$ cat src/rtl/aes_enc_round_ctrl.sv
// ---------------------------------------------------------------------------
// aes_enc_round_ctrl
// Iterative control and state-register stage for AES-128 encryption.
// It drives the select of the external 3:1 round-input mux, registers the
// selected round result as the AES state, counts NR rounds, and presents the
// ciphertext on a valid/ready handshake.
//
// Ports:
//   clk        in   1    system clock, rising edge
//   rst_n      in   1    asynchronous active-low reset
//   start      in   1    begin encryption (sampled only while in_ready=1)
//   in_ready   out  1    idle and able to accept start
//   mux_out_i  in   128  round result selected by the external 3:1 mux
//   sel        out  2    mux select: 00 initial ARK, 01 middle, 10 final
//   round      out  4    current round index for key schedule / round logic
//   state_q    out  128  registered AES state
//   busy       out  1    encryption in progress (until ciphertext accepted)
//   ct         out  128  ciphertext
//   ct_valid   out  1    ciphertext valid
//   ct_ready   in   1    downstream accepts ciphertext
// ---------------------------------------------------------------------------
module aes_enc_round_ctrl #(
  parameter int unsigned NR = 10
) (
  input  logic         clk,
  input  logic         rst_n,
  input  logic         start,
  output logic         in_ready,
  input  logic [127:0] mux_out_i,
  output logic [1:0]   sel,
  output logic [3:0]   round,
  output logic [127:0] state_q,
  output logic         busy,
  output logic [127:0] ct,
  output logic         ct_valid,
  input  logic         ct_ready
);

  typedef enum logic [1:0] {
    ST_IDLE  = 2'd0,
    ST_ROUND = 2'd1,
    ST_FINAL = 2'd2,
    ST_HOLD  = 2'd3
  } state_e;

  // Round index at which the last middle round is loaded; the edge that
  // loads it also advances the counter to NR and enters FINAL.
  localparam logic [3:0] LAST_MID = 4'(NR - 1);

  state_e       state_r;
  state_e       state_nxt_s;
  logic [127:0] state_q_r;
  logic [127:0] state_q_nxt_s;
  logic [127:0] ct_r;
  logic [127:0] ct_nxt_s;
  logic [3:0]   round_r;
  logic [3:0]   round_nxt_s;
  logic         ct_valid_r;
  logic         ct_valid_nxt_s;
  logic [1:0]   sel_s;

  // State and datapath registers; reset clears everything, no partial result survives.
  always_ff @(posedge clk or negedge rst_n) begin
    if (!rst_n) begin
      state_r    <= ST_IDLE;
      state_q_r  <= 128'd0;
      ct_r       <= 128'd0;
      round_r    <= 4'd0;
      ct_valid_r <= 1'b0;
    end else begin
      state_r    <= state_nxt_s;
      state_q_r  <= state_q_nxt_s;
      ct_r       <= ct_nxt_s;
      round_r    <= round_nxt_s;
      ct_valid_r <= ct_valid_nxt_s;
    end
  end

  // Next-state and next-register values; every register holds unless a state acts on it.
  always_comb begin
    state_nxt_s    = state_r;
    state_q_nxt_s  = state_q_r;
    ct_nxt_s       = ct_r;
    round_nxt_s    = round_r;
    ct_valid_nxt_s = ct_valid_r;
    case (state_r)
      ST_IDLE: begin
        if (start) begin
          // mux is on sel=00 here, so this loads the initial AddRoundKey result
          state_q_nxt_s = mux_out_i;
          round_nxt_s   = 4'd1;
          state_nxt_s   = ST_ROUND;
        end else begin
          state_nxt_s   = ST_IDLE;
        end
      end
      ST_ROUND: begin
        state_q_nxt_s = mux_out_i;
        round_nxt_s   = round_r + 4'd1;
        if (round_r == LAST_MID) begin
          state_nxt_s = ST_FINAL;
        end else begin
          state_nxt_s = ST_ROUND;
        end
      end
      ST_FINAL: begin
        // final-round result goes to ct only; state_q keeps the last middle state
        ct_nxt_s       = mux_out_i;
        ct_valid_nxt_s = 1'b1;
        state_nxt_s    = ST_HOLD;
      end
      ST_HOLD: begin
        if (ct_ready) begin
          ct_valid_nxt_s = 1'b0;
          round_nxt_s    = 4'd0;
          state_nxt_s    = ST_IDLE;
        end else begin
          state_nxt_s    = ST_HOLD;
        end
      end
      default: begin
        ct_valid_nxt_s = 1'b0;
        round_nxt_s    = 4'd0;
        state_nxt_s    = ST_IDLE;
      end
    endcase
  end

  // Mux select decode; code 11 is never produced.
  always_comb begin
    sel_s = 2'b00;
    case (state_r)
      ST_IDLE:  sel_s = 2'b00;
      ST_ROUND: sel_s = 2'b01;
      ST_FINAL: sel_s = 2'b10;
      ST_HOLD:  sel_s = 2'b00;
      default:  sel_s = 2'b00;
    endcase
  end

  // The FSM already sits in IDLE during reset, so in_ready is gated by
  // rst_n to keep the block from advertising readiness while held in reset.
  assign in_ready = rst_n & (state_r == ST_IDLE);
  assign busy     = (state_r != ST_IDLE);
  assign sel      = sel_s;
  assign round    = round_r;
  assign state_q  = state_q_r;
  assign ct       = ct_r;
  assign ct_valid = ct_valid_r;

endmodule

$ cat config.mk
export PLATFORM = sky130hd
export DESIGN_NAME = aes_enc_round_ctrl
export DESIGN_NICKNAME = d
export VERILOG_FILES = /design/src/rtl/aes_enc_round_ctrl.sv
export SDC_FILE = /design/constraint.sdc
export NUM_CORES = 1
export LEC_CHECK = 0
export ABC_AREA = 1
export ABC_CLOCK_PERIOD_IN_PS = 3200
export CAP_MARGIN = 20
export CORE_MARGIN = 10
export CORE_UTILIZATION = 38
export CTS_CLUSTER_DIAMETER = 40
export DETAILED_ROUTE_END_ITERATION = 16
export GPL_ROUTABILITY_DRIVEN = 0
export PLACE_DENSITY = 0.71
export SLEW_MARGIN = 20
export SYNTH_ARGS = -nofsm -noshare
export SYNTH_HDL_FRONTEND = slang
export SYNTH_SLANG_ARGS = --single-unit
$ cat constraint.sdc
create_clock -name clk -period 3.2 [get_ports clk]
set_input_delay 0.32 -clock clk [delete_from_list [all_inputs] [get_ports clk]]
set_output_delay 0.32 -clock clk [all_outputs]
set_load 0.005 [all_outputs]
After elaboration in Yosys (flattened, before gate mapping)
Cells that the tools add are included.
{ "word_totals": {"ff_bits": 263, "latch_bits": 0, "ramBits": 0, "romBits": 0, "in_bits": 132, "out_inout_bits": 265, "memories": 0} }
{ "op_classes": {"addsub": 1, "n_mul": 0, "div_mod_pow": 0, "magnitude_cmp": 0, "n_eq_ne": 6, "shifts": 0, "mux": 12, "n_bitwise": 1, "n_reduce_logical": 9} }
{ "ops": {"columns": ["cell", "count"], "rows": [
  ["one-hot mux 128 bit (2 select lines)", 1],
  ["two-way mux 128 bit", 1],
  ["one-hot mux 4 bit (3 select lines)", 1],
  ["two-way mux 4 bit", 2],
  ["one-hot mux 2 bit (4 select lines)", 1],
  ["one-hot mux 2 bit (3 select lines)", 1],
  ["nonzero test 2 bit", 3],
  ["adder 4 x 1 -> 4 bit (second input constant)", 1],
  ["equality test 2 bit (second input constant)", 2],
  ["equality test 4 bit (second input constant)", 1],
  ["two-way mux 2 bit", 2],
  ["!= test 2 bit (second input constant)", 2],
  ["AND reduction 2 bit", 2],
  ["AND reduction 3 bit", 1],
  ["nonzero test 3 bit", 1],
  ["equality test 2 x 1 -> 1 bit (second input constant)", 1],
  ["zero test 2 bit", 1],
  ["two-way mux 1 bit", 2],
  ["one-hot mux 1 bit (2 select lines)", 1],
  ["OR reduction 2 bit", 1],
  ["bitwise AND 1 bit", 1]
]} }

Logic depth before layout (Yosys ltp)
Gate-level depths: netlist (run 1).
{ "logic_depth": {"depth_word": 3, "mapped_depth": 7, "depth_no_buf": 5} }

Least setup slack after synthesis (run 1)
OpenSTA, ideal clock, no wires.
{ "synth_timing": {"path_kind": "register -> register", "from": "reg state_r[1]", "to": "reg state_q_r[0] (netlist: state_q[0])", "t_arrival_ns": 1.112, "required_ns": 3.124, "slack_ns": 2.012, "path_stages_with_launch": 8, "n_path_buf": 2, "path_cell_list": "dfrtp_1 > inv_2 > nand2_2 > o21ai_2 > buf_6 > buf_2 > nand2_1 > o21ai_1"} }
{ "synth_between": {"elab_chain_cells": 3} }
{ "synth_lines": {"columns": ["element", "line", "text"], "rows": [
  ["start: declaration", "50", "state_e state_r;"],
  ["start signal: assignment", "71", "state_r <= state_nxt_s;"],
  ["equality test 2 x 1 -> 1 bit or zero test 2 bit (tied branches)", "86", "case (state_r)"],
  ["nonzero test 2 bit (no line) or != test 2 bit (tied branches)", null, null],
  ["AND reduction 2 bit (no line)", null, null],
  ["end signal: assignment", "72", "state_q_r <= state_q_nxt_s;"],
  ["end: declaration", "52", "logic [127:0] state_q_r;"]
]} }
Several ways; a longest one is shown, not always the timed one.
A chain may end at the register's enable or synchronous reset.

Worst setup path after layout (run 1)
{ "layout_timing": {"from": "reg state_r[1]", "to": "out sel[1]"} }
{ "layout_between": {"elab_chain_cells": 3} }
{ "layout_lines": {"columns": ["element", "line", "text"], "rows": [
  ["equality test 2 bit or zero test 2 bit (tied branches)", "132", "case (state_r)"],
  ["OR reduction 2 bit (no line)", null, null],
  ["one-hot mux 2 bit (3 select lines) (*)", "132", null],
  ["end: declaration", "30", "output logic [1:0] sel,"]
]} }
Mark *: on every way between the ends. The rest lies on a longest branch, timed or not.

==> results.md, run 1 <==
* I/O pins at 397
* Hold slack at 0.2875 ns
* CTS Buffer Depth at 3
* Worst path max stage delay at 0.63 ns
* Port bufs at roughly 400
* # fillers at 2314
* Buf/Inv on CP at 3
* Site Rows at 60
* CTS hold repair buffers at 1
* Total GRT Usage at 18.86%
* Max-slew violations at 0
* Register area at 0.006581 mm2
* Crit-path leading delay family: buffers and inverters
* P_leak at 7.846 nW
* Clk_skew at 0.007062 ns
* First-pass GRT wire length at 50730 um
* Yosys top cell area share at 64.22%
* CP max stage cell: clkdlybuf4s50_1
* Syn Std Cell Area at 0.01025 mm2
* Critical Path AT at 2.37 ns
* DR vias/cell at 4.532
* Syn nets at approximately 1300
* Final hold vios at 0
* Footprint of the multi-input gates at ~0.0027 mm2
* Die Footprint at 0.03394 mm2
* Max Freq at ~370 MHz
* Seq cells post-synth at 263
* Die extent in y at ~180 um
* Crit share post-route at 84.20%
* Chip width at 184.2 um
* Area leader, netlist: dfrtp_1
* Core ar. at between 0.02 and 0.03 mm2
* Post-synthesis cell type count at 19
* Cells after Synth at 1131
* CTS Root Cell: clkbuf_16
* Initial antenna violation count at 1
* Commonest non-fill, non-tap cells in the layout: nand2_1 (525), clkdlybuf4s50_1 (395), dfrtp_1 (263)
* Largest net degree at the start of global routing at 163
* Setup Viol. Count Final at 0
* CTS Sinks at between 200 and 300
* Antenna Violating Nets Remaining at 0
* Post-Route WL at about 33000 um
* TNS Setup at 0 ns
* Worst path required time at 2.88 ns
* Critical path endpoint category: output port
* Final Power at 0.01556 W
* Min-delay worst type: in -> async
* Syn Area/Cell at 9.060 um2
* Cell Chain, Critical Path: inv_2, nor2_4, buf_12, clkdlybuf4s50_1
* Detailed placement HPWL at 22890 um
* Worst Setup Start Kind: flip-flop
* Worst-path clk slew at 0.05 ns
* Placed cell areas at roughly 0.014 mm2
* Rel. slew slack at 36.82%
* GR Overflow Total at 0
* Number of global-route vias before repair at 8785
* Most common cell after layout, fill and taps aside: nand2_1
* Final instance area at 0.01571 mm2
* Wire per inst at roughly 17 um
* Outcome: finished clean
* Iteration-0 DRC count of the detailed router at 565
* H-tree Lvls at 2
* Pwr per Cell Area at 990.7 mW/mm2
* Layout cell share with drive strength beyond 1 at 4.780%
* VDD IR max at between 500 and 600 uV
* Least-Margin Pin Slew at 0.9477 ns
* Synth area leaders: dfrtp_1 (64%), nand2_1 (19%), inv_1 (5.1%)
* Post-CTS setup buffer count at 0
* CTS resizes at 0
* Area grow syn2layout at 53.28%
* Vias post-DR at 8566
* Clock insertion delay at the later pin of the skew report at 0.50 ns
* Remaining DRCs at 0
* RSZ-0062 raised after global routing: no
* Fin nets at 1655
* Total CTS buffers at 40
* Max cap viols at 0
* Crit path time final at 2.694 ns
* Crit Path Class: reg -> out
* Ys Warns at 0
* Initial core utilization at 38.34%
* 1st-pass router iterations at 4
* Worst Path Max Fanout at 130
* Sequential-to-total area share from yosys stat at 64.22%
* CTS tree: done
==> cells in the mapped netlist, drive strengths merged <==
library cell	count
inv	139
nor2	5
nand4	1
o21ai	133
nand2	526
nand3	4
dfrtp	263
or2	1
ha	2
clkbuf	3
buf	53
o22ai	1
==> per-stage QoR <==
stage	util [%]	instances	setup slack, ns
after floorplan	-	1131	2.012
after global placement	53.68	1819	1.009
final	58.77	1890	0.5055
after detailed placement	53.68	1819	1.030
after global routing	58.77	1890	0.3908
after CTS	58.75	1889	0.4861
==> routing by layer <==
metal | share of wire, % | track usage, % | wire length, um | vias to the layer above
li1 | - | - | - | 4212
met1 | 38 | 21.56 | 12520 | 3996
met2 | 49 | 31.32 | 15900 | 309
met3 | 11 | 8.092 | 3528 | 49
met4 | 2.6 | 5.801 | 842 | 0
met5 | 0 | 0 | 0 | -
==> worst register-to-register path: stages (launching register included) <==
cell and delay [ns]:
dfrtp_1 0.44, inv_2 0.13, nor2_4 0.06, inv_4 0.60, buf_4 0.50, nand2_1 0.13
nand2_1 0.09
==> logic make-up (layout without fill, tap and decap cells) <==
kind of cell / after synthesis / count (layout) / share of synthesized area [%]
and+or+nand+nor: 537 / 537 / 19.82
DFF: 263 / 263 / 64.22
buffers and inverters: 195 / 612 / 9.121
AOI/OAI and AO/OA: 134 / 134 / 6.594
adders and majority gates: 2 / 2 / 0.2442
other: 0 / 1 / 0
==> where the power goes <==
group / internal, W / switching [W]
Combinational: 0.00316 / 0.00246
Clock: 0.00285 / 0.00152
Sequential: 0.00474 / 0.000820
Total: 0.0108 / 0.00480
==> sequential cells by signal, summed over array words and instances (netlist names) <==
name,cells
state_r,2
state_q,128
ct,128
ct_valid,1
round,4
==> cell type report <==
cell class | count | share of cell area [%]
diodes | 1 | 0.01593
repair buffers | 404 | 26.01
flip-flops and latches | 263 | 41.90
inverters | 139 | 3.338
well taps | 341 | 2.716
multi-input cells | 673 | 17.47
clock buffers | 54 | 7.097
clock inverters | 15 | 1.458
==> final timing paths <==
kind / start / to / slack [ns] / cells after the start
min in group clk: mux_out_i[89] / ct[89] / 0.39 / 3
min: rst_n / state_q[62] / 0.29 / 2
max: state_r[1] / sel[1] / 0.51 / 4
max in group asynchronous: rst_n / ct[4] / 1.70 / 3
max reg2reg: state_r[1] / ct[46] / 1.19 / 6
min reg2reg: ct[50] / ct[50] / 0.46 / 2
(Power assumes the default switching activity.)
==> run 2, diff against run 1 <==
- ABC_CLOCK_PERIOD_IN_PS: 3200 -> 2500
- clock period: 3.2 -> 2.5 ns (I/O delays scaled with it)
==> run 2 against run 1 <==
  * Power increased by 27%
  * Combinational power increased by 28%
  * Final cell count rose by 0.53%
  * Critical path type unchanged
  * Non-clock buffer count increased by 4
  * Register-to-register slack got worse by 0.38 ns
  * Flip-flop and latch count is the same
  * Via count grew 1.9%
  * Core utilization up 0.15 points
  * First-iteration DRC count increased by 35%
  * Worst hold slack worse by 0.15 ns
  * Wire length rose by 1.2%
  * Largest power group unchanged
  * Critical path depth fell by 1
==> results.md, run 2 (synthesis gave the netlist of run 1 again) <==
* Initial antenna violation count at 1 (unchanged)
* Seq pwr share at 36.0% (was 35.8%)
* Worst Path Max Fanout at 5 (was 130)
* Antenna Violating Nets Remaining at 0 (unchanged)
* Sw Ratio at 31.85% (was 30.84%)
* Pwr per Cell Area at 1259 mW/mm2 (was 990.7 mW/mm2)
* Critical path endpoint category: output port (unchanged)
* Fin nets at 1661 (was 1655)
* Wire per inst at 17.47 um (was 17.35 um)
* Worst slack, placed at 0.6480 ns (was 1.030 ns)
* P_leak at 7.874 nW (was 7.846 nW)
* Gate power share at 36.3% (was 36.2%)
* Worst-path clk slew at 0.05 ns (about the same)
* H-tree Lvls at 2 (unchanged)
* Least-Margin Pin Slew at 0.8997 ns (was 0.9477 ns)
* Remaining DRCs at 0 (unchanged)
* 1st-pass router iterations at 5 (was 4)
* I/O pins at 397 (unchanged)
* DR vias/cell at 4.592 (was 4.532)
* CTS Root Cell: clkbuf_16 (unchanged)
* Crit Path Class: reg -> out (unchanged)
* Setup Viol. Count Final at 0 (unchanged)
* VDD IR max at 757.5 uV (was 570.7 uV)
* Max Freq at approximately 460 MHz
* TNS Setup at 0 ns (unchanged)
* Max-slew violations at 0 (unchanged)
* Clk_skew at 0.01181 ns (was 0.007062 ns)
* Post-Route WL at 33200 um (was 32790 um)
* Die extent in y at 184.2 um (unchanged)
* RSZ-0062 raised after global routing: no (unchanged)
* First-pass GRT wire length at 51300 um (was 50730 um)
* Vias post-DR at 8725 (was 8566)
* Final hold vios at 0 (unchanged)
* Crit share post-route at between 80 and 90%
* Clock insertion delay at the later pin of the skew report at 0.52 ns (was 0.50 ns)
* Worst path required time at 2.25 ns (was 2.88 ns)
* Max cap viols at 0 (unchanged)
* Placed cell areas at 0.01439 mm2 (was 0.01435 mm2)
* Die Footprint at 0.03394 mm2 (unchanged)
* Setup ws final at 0.3445 ns (was 0.5055 ns)
* Most common cell after layout, fill and taps aside: nand2_1 (unchanged)
* Post-CTS setup buffer count at 0 (unchanged)
* CTS Sinks at 263 (unchanged)
* Total CTS buffers at 42 (was 40)
* Initial core utilization at 38.34% (unchanged)
* Detailed placement HPWL at 23610 um (was 22890 um)
* Internal at 0.01352 W (was 0.01076 W)
* Layout cell share with drive strength beyond 1 at 5.648% (was 4.780%)
* Min-delay worst type: in -> async (unchanged)
* Worst Setup Start Kind: flip-flop (unchanged)
* Final Power at 0.01983 W (was 0.01556 W)
* Chip width at 184.2 um (unchanged)
* NetSw at 0.006317 W (was 0.004800 W)
* # fillers at 2298 (was 2314)
* Number of global-route vias before repair at 8813 (was 8785)
* Port bufs at 396 (unchanged)
* Commonest non-fill, non-tap cells in the layout: nand2_1 (525), clkdlybuf4s50_1 (395), dfrtp_1 (263) (unchanged)
* Area grow syn2layout at 53.69% (was 53.28%)
* Core ar. at 0.02673 mm2 (unchanged)
* CTS tree: done (unchanged)
* CTS Buffer Depth at 3 (unchanged)
* Largest net degree at the start of global routing at 151 (was 163)
* GR Overflow Total at 0 (unchanged)
* Total GRT Usage at 19.10% (was 18.86%)
* Critical Path AT at 1.91 ns (was 2.37 ns)
* Clock power share at 27.7% (was 28.1%)
* Outcome: finished clean (unchanged)
* Site Rows at 60 (unchanged)
* Final instance area at 0.01575 mm2 (was 0.01571 mm2)
* Rel. slew slack at 40.02% (was 36.82%)
* Iteration-0 DRC count of the detailed router at 761 (was 565)
* Crit path time final at ~2.2 ns
==> run 2: changes by cell type in the layout (fill, tap and decap cells not counted), sizes merged <==
cell | previous run | this run
clkbuf | 54 | 52
clkinv | 1 | 7
inv | 144 | 148
clkinvlp | 4 | 6
bufinv | 5 | 1
buf | 8 | 12
==> run 2: critical path, cell delays in order, from the launching register on <==
cell and delay (ns):
dfrtp_1 0.48, inv_2 0.10, nor2_4 0.23, clkdlybuf4s50_1 0.58
==> run 2: final cells by class <==
cell class              count  area (um2)  share of cell area, %
multi-input cells         673        2744                  17.42
clock inverters            23       207.7                  1.319
repair buffers            408        4124                  26.19
flip-flops and latches    263        6581                  41.79
diodes                      1       2.502                0.01589
inverters                 139       524.3                  3.329
well taps                 341       426.7                  2.709
clock buffers              52        1139                  7.230
==> run 2: final timing paths <==
check	cells past startpoint	slack, ns	start	endpoint
max	3	0.34	state_r[1]	sel[1]
min	2	0.14	rst_n	state_q[57]
max reg2reg	5	0.81	state_r[1]	ct[51]
min in group clk	3	0.29	mux_out_i[65]	ct[65]
max in group asynchronous	3	1.24	rst_n	state_q[120]
min reg2reg	2	0.46	ct[38]	ct[38]
==> run 2: metrics by stage <==
stage / std cells / utilization [%] / hold WS (ns)
after floorplan: 1131 / - / -0.04559
after CTS: 1899 / 58.92 / 0.1296
after global routing: 1900 / 58.93 / 0.1288
final: 1900 / 58.93 / 0.1399
after detailed placement: 1823 / 53.84 / 0.07731
after global placement: 1823 / 53.84 / 0.07354
==> run 2: power by group through the flow <==
stage / logic [W] / registers [W] / clock network, W
after floorplan: 0.00236 / 0.00723 / 0
after global placement: 0.00720 / 0.00710 / 0
after detailed placement: 0.00731 / 0.00716 / 0
after CTS: 0.00735 / 0.00714 / 0.00561
after global routing: 0.00798 / 0.00736 / 0.00584
final: 0.00720 / 0.00714 / 0.00549
==> run 2: per-layer routing <==
layer | wire length, um | track usage (%) | vias up
met2 | 16220 | 31.77 | 308
met3 | 3202 | 7.423 | 54
met5 | 0 | 0 | -
met4 | 798 | 5.572 | 0
met1 | 12980 | 22.41 | 4125
li1 | - | - | 4238
==> run 2: repair_timing <==
| item | CTS | global route |
|---|---|---|
| hold buffers | 1 | 0 |
| gates resized for setup | 0 | 0 |
| endpoints found under the hold margin | 48 | 0 |
==> patch 1: new RTL, config.mk and constraints of run 1 <==
Take the reset off `ct_r` and load it in a clocked block of its own.
--- a/src/rtl/aes_enc_round_ctrl.sv
+++ b/src/rtl/aes_enc_round_ctrl.sv
@@ -64,16 +64,18 @@
     if (!rst_n) begin
       state_r    <= ST_IDLE;
       state_q_r  <= 128'd0;
-      ct_r       <= 128'd0;
       round_r    <= 4'd0;
       ct_valid_r <= 1'b0;
     end else begin
       state_r    <= state_nxt_s;
       state_q_r  <= state_q_nxt_s;
-      ct_r       <= ct_nxt_s;
       round_r    <= round_nxt_s;
       ct_valid_r <= ct_valid_nxt_s;
     end
+  end
+
+  always_ff @(posedge clk) begin
+    ct_r <= ct_nxt_s;
   end
 
   // Next-state and next-register values; every register holds unless a state acts on it.
Behaviour: same outputs for any inputs over 10 cycles, from zero or initial values and one cycle with rst_n low; that may be too few to reach the edited logic, so the function may still have changed.
==> patch 1 against run 1 <==
- combinational power shrank 38%
- wire length shrank 14%
- utilization grew 1.4 points
- synthesized area shrank 4.8%
- total power shrank 21%
- setup slack gained 520 ps
- sequential share of layout area grew 5.7 points
- sequential cell count is the same
- cell area shrank 3.3%
- critical endpoint is now sel[0]
- largest cell class unchanged
==> patch 1: results (changes against run 1) <==
* Status: finished, final reports clean (unchanged)
* Post-synth ARST share at 51.3% (was 100%)
* Final Cell Area at 15200 µm² (was 15700 µm²)
* Initial antenna violation count at 0 (was 1)
* Post-synth EDFFs at 128 (was 0)
* HPWL after detailed placement at 20600 µm (was 22900 µm)
* First-pass GRT wire length at 43800 µm (was 50700 µm)
* R2R Setup Slk at 1430 ps (was 1190 ps)
* CP top delay family: buffers and inverters (unchanged)
* Placed cell count at 1421 (was 1819)
* Fillers at 2000 (was 2314)
* XOR/XNOR Fraction of Synth Area at 0% (unchanged)
* DRT iter0 DRCs at 478 (was 565)
* Hold/Removal Path Class: input pin to asynchronous set/reset pin (unchanged)
* Vias in the first global route at 7255 (was 8785)
* Num CTS Buffers at 37 (was 40)
* Crit path to: sel[0] (was sel[1])
* Max-slew headroom at 37.8% (was 36.8%)
* CTS Root Cell: clkbuf_16 (unchanged)
* CTS resizes at 0 (unchanged)
* Clock-pin slew on the worst setup and hold paths at 50 ps (about the same)
* Via count at 6716 (was 8566)
* Worst-skew pair later-pin latency at 510 ps
* DRT Pass-1 Iters at 4 (unchanged)
* Critical Path Slowest Stage Cell: clkdlybuf4s50_1 (unchanged)
* Most frequent cells after synthesis: nand2_1 (141), inv_1 (137), dfrtp_1 (135) (was nand2_1 (525), dfrtp_1 (263), inv_1 (138))
* Leading post-synthesis cells by cell area: edfxtp_1 (39%), dfrtp_1 (35%), o21ai_2 (10%) (was dfrtp_1 (64%), nand2_1 (19%), inv_1 (5.1%))
* Nets at 1264 (was 1655)
* Mux cell area share after synthesis at 0% (unchanged)
* Setup Viol. Count Final at 0 (unchanged)
* Post-Place Cell Area at 13900 µm² (was 14300 µm²)
* Reg-to-reg endpoint: state_q[27] (was ct[46])
* Crit Path Max Fanout at 5 (was 130)
* Fraction of the mapped netlist area in compound gates at 11.2% (was 6.59%)
* H-Tree Depth at 2 (unchanged)
* Maximum vdd drop at 641 µV (was 571 µV)
* GR Util All Layers at 17.0% (was 18.9%)
* Drt via density at 4.51 (was 4.53)
* Share of layout cells above drive strength 1 at 16.0% (was 4.78%)
* Crit share post-route at 67.9% (was 84.2%)
* Crit path largest cell delay at 560 ps (was 630 ps)
* Clock tree buffer depth at 3 (unchanged)
* # Post-CTS Setup Buffers at 0 (unchanged)
* Adder and majority cell fraction of the synthesized area at 0.257% (was 0.244%)
* Syn nets at 852 (was 1265)
* Average wire per standard cell at 19.0 µm (was 17.3 µm)
* Seq/Total Area, Yosys at 74.0% (was 64.2%)
* Final hold slack at 23.9 ps (was 287 ps)
* Worst slack, placed at 1160 ps (was 1030 ps)
* Largest net degree at the start of global routing at 131 (was 163)
* Yosys warns at 0 (unchanged)
* Reg2Reg Depth at 6 (unchanged)
* Leak Pwr at 6.49 nW (was 7.85 nW)
* Clock skew at 13.6 ps (was 7.06 ps)
* Critical Path AT at 1850 ps (was 2370 ps)
* Post-synthesis area per instance at 13.6 µm² (was 9.06 µm²)
* Ant. Diodes at 0 (was 1)
patch 1: cell types whose count changed after synthesis, sizes merged:
cell | run 1 | this run
edfxtp | 0 | 128
dfrtp | 263 | 135
clkbuf | 3 | 6
buf | 53 | 22
nand2 | 526 | 142
inv | 139 | 138
patch 1: power breakdown:
group | switching [W] | leakage [nW] | internal, W
registers | 0.000397 | 2.75 | 0.00428
clock network | 0.00154 | 0.631 | 0.00257
logic | 0.00172 | 3.11 | 0.00177
total | 0.00367 | 6.49 | 0.00862
patch 1: metal layers:
metal / share of wire (%) / GRT usage, %
met1: 37 / 18.6
met2: 49 / 28.3
met3: 11 / 8.41
met4: 2.6 / 5.31
met5: 0 / 0
patch 1: cell type report:
class / instances / area share, %
well taps: 330 / 2.72
multi-input cells: 289 / 11.3
clock inverters: 26 / 1.73
inverters: 138 / 3.41
clock buffers: 42 / 6.70
flip-flops and latches: 263 / 47.5
repair buffers: 401 / 26.6
==> patch 2: new RTL, config.mk and constraints of run 1 <==
Without the edit above. `NR`: 10 -> 5.
--- a/src/rtl/aes_enc_round_ctrl.sv
+++ b/src/rtl/aes_enc_round_ctrl.sv
@@ -20,7 +20,7 @@
 //   ct_ready   in   1    downstream accepts ciphertext
 // ---------------------------------------------------------------------------
 module aes_enc_round_ctrl #(
-  parameter int unsigned NR = 10
+  parameter int unsigned NR = 5
 ) (
   input  logic         clk,
   input  logic         rst_n,
Check against the original RTL: not equivalent (Yosys sat finds a counterexample within 10 cycles, from zero or initial values and one cycle with rst_n low).
==> patch 2 against run 1 <==
- die area is 0.32% higher
- sequential power rose by 3%
- cell area rose by 0.13%
- count of clock-buffer cells in the layout decreased by 1
- total power rose by 1.9%
- synthesized area is 0.35% higher
- sequential share of layout area decreased by 0.053 points
- setup slack better by 330 ps
- wire length is 1.4% lower
- sequential cell count unchanged
- non-clock buffer count increased by 1
- synthesized cell count did not move
- first-iteration DRC count down 15%
- critical path type is now input pin to output port
- critical endpoint is now in_ready
- largest power group unchanged
==> patch 2: results (changes against run 1) <==
* Via count at 8556 (was 8566)
* Post-Place Cell Area at 14400 µm² (was 14300 µm²)
* Post-synthesis area per instance at 9.09 µm² (was 9.06 µm²)
* Routing usage on met3 at 8.80% (was 8.09%)
* Met2 routed WL at 15500 µm (was 15900 µm)
* Largest net degree at the start of global routing at 144 (was 163)
* First-pass GRT wire length at 50700 µm (about the same)
* Crit Path Max Fanout at 67 (was 130)
* DRT iter0 DRCs at 478 (was 565)
* Drt total wl at 32300 µm (was 32800 µm)
* Worst-Margin Slew at 742 ps (was 948 ps)
* Leak Pwr at 7.84 nW (was 7.85 nW)
* GR Util All Layers at 18.8% (was 18.9%)
* Met2 GRT Util at 30.7% (was 31.3%)
* Drt via density at 4.52 (was 4.53)
* Maximum vdd drop at 670 µV (was 571 µV)
* Status: finished, final reports clean (unchanged)
* Seq/Total Area, Yosys at 64.0% (was 64.2%)
* Clock skew at 11.7 ps (was 7.06 ps)
* Vias in the first global route at 8880 (was 8785)
* Initial antenna violation count at 2 (was 1)
* Placed cell count at 1820 (was 1819)
* M1 WL at 12200 µm (was 12500 µm)
* HPWL after detailed placement at 22700 µm (was 22900 µm)
* GRT met1 Usage at 21.1% (was 21.6%)
* Share of layout cells above drive strength 1 at 5.28% (was 4.78%)
* Nets at 1656 (was 1655)
* Distinct cells, synth at 21 (was 19)
* Critical Path AT at 2050 ps (was 2370 ps)
* Worst slack, placed at 1300 ps (was 1030 ps)
## patch 2: worst max-delay path, cell delays in order
cell	delay (ps)
dlygate4sd3_1	560
buf_8	410
inv_1	80
nor2_1	120
clkdlybuf4s50_1	530
## patch 2: layout make-up
| class | count | area (µm²) |
|---|---|---|
| Fill cell | 2321 | 11100 |
| Sequential cell | 263 | 6580 |
| Timing Repair Buffer | 405 | 4090 |
| Multi-Input combinational cell | 673 | 2740 |
| Clock buffer | 53 | 1140 |
| Inverter | 139 | 524 |
| Tap cell | 341 | 427 |
| Clock inverter | 19 | 216 |
| Antenna cell | 2 | 5.00 |
## patch 2: kinds of logic (layout without fill, tap and decap cells)
family | Yosys count | in the layout | synth area share, %
flip-flops | 263 | 263 | 64.0
adder cells (fa/ha/maj) | 2 | 2 | 0.243
AO/OA/AOI/OAI | 134 | 134 | 6.57
other | 0 | 2 | 0
AND/OR/NAND/NOR | 537 | 537 | 19.8
buffers and inverters | 195 | 616 | 9.39
## patch 2: worst paths after layout
kind,from,end,slack (ps),depth (start not counted)
min in group clk,mux_out_i[17],ct[17],380,3
max reg2reg,state_r[1],ct[63],1370,6
max in group asynchronous,rst_n,ct[103],1780,3
min reg2reg,ct[36],ct[36],460,2
min,rst_n,ct[0],360,2
max,rst_n,in_ready,830,5
## patch 2: timing repair
| item | CTS | global route |
|---|---|---|
| hold endpoints to repair | 63 | 0 |
| hold buffers | 1 | 0 |
| buffers inserted | 0 | 0 |
| endpoints found under the setup margin | 0 | 0 |
## patch 2: power breakdown
group | total, W | internal (W) | switching (W)
Clock | 0.00434 | 0.00277 | 0.00156
Sequential | 0.00571 | 0.00484 | 0.000868
Combinational | 0.00581 | 0.00333 | 0.00247
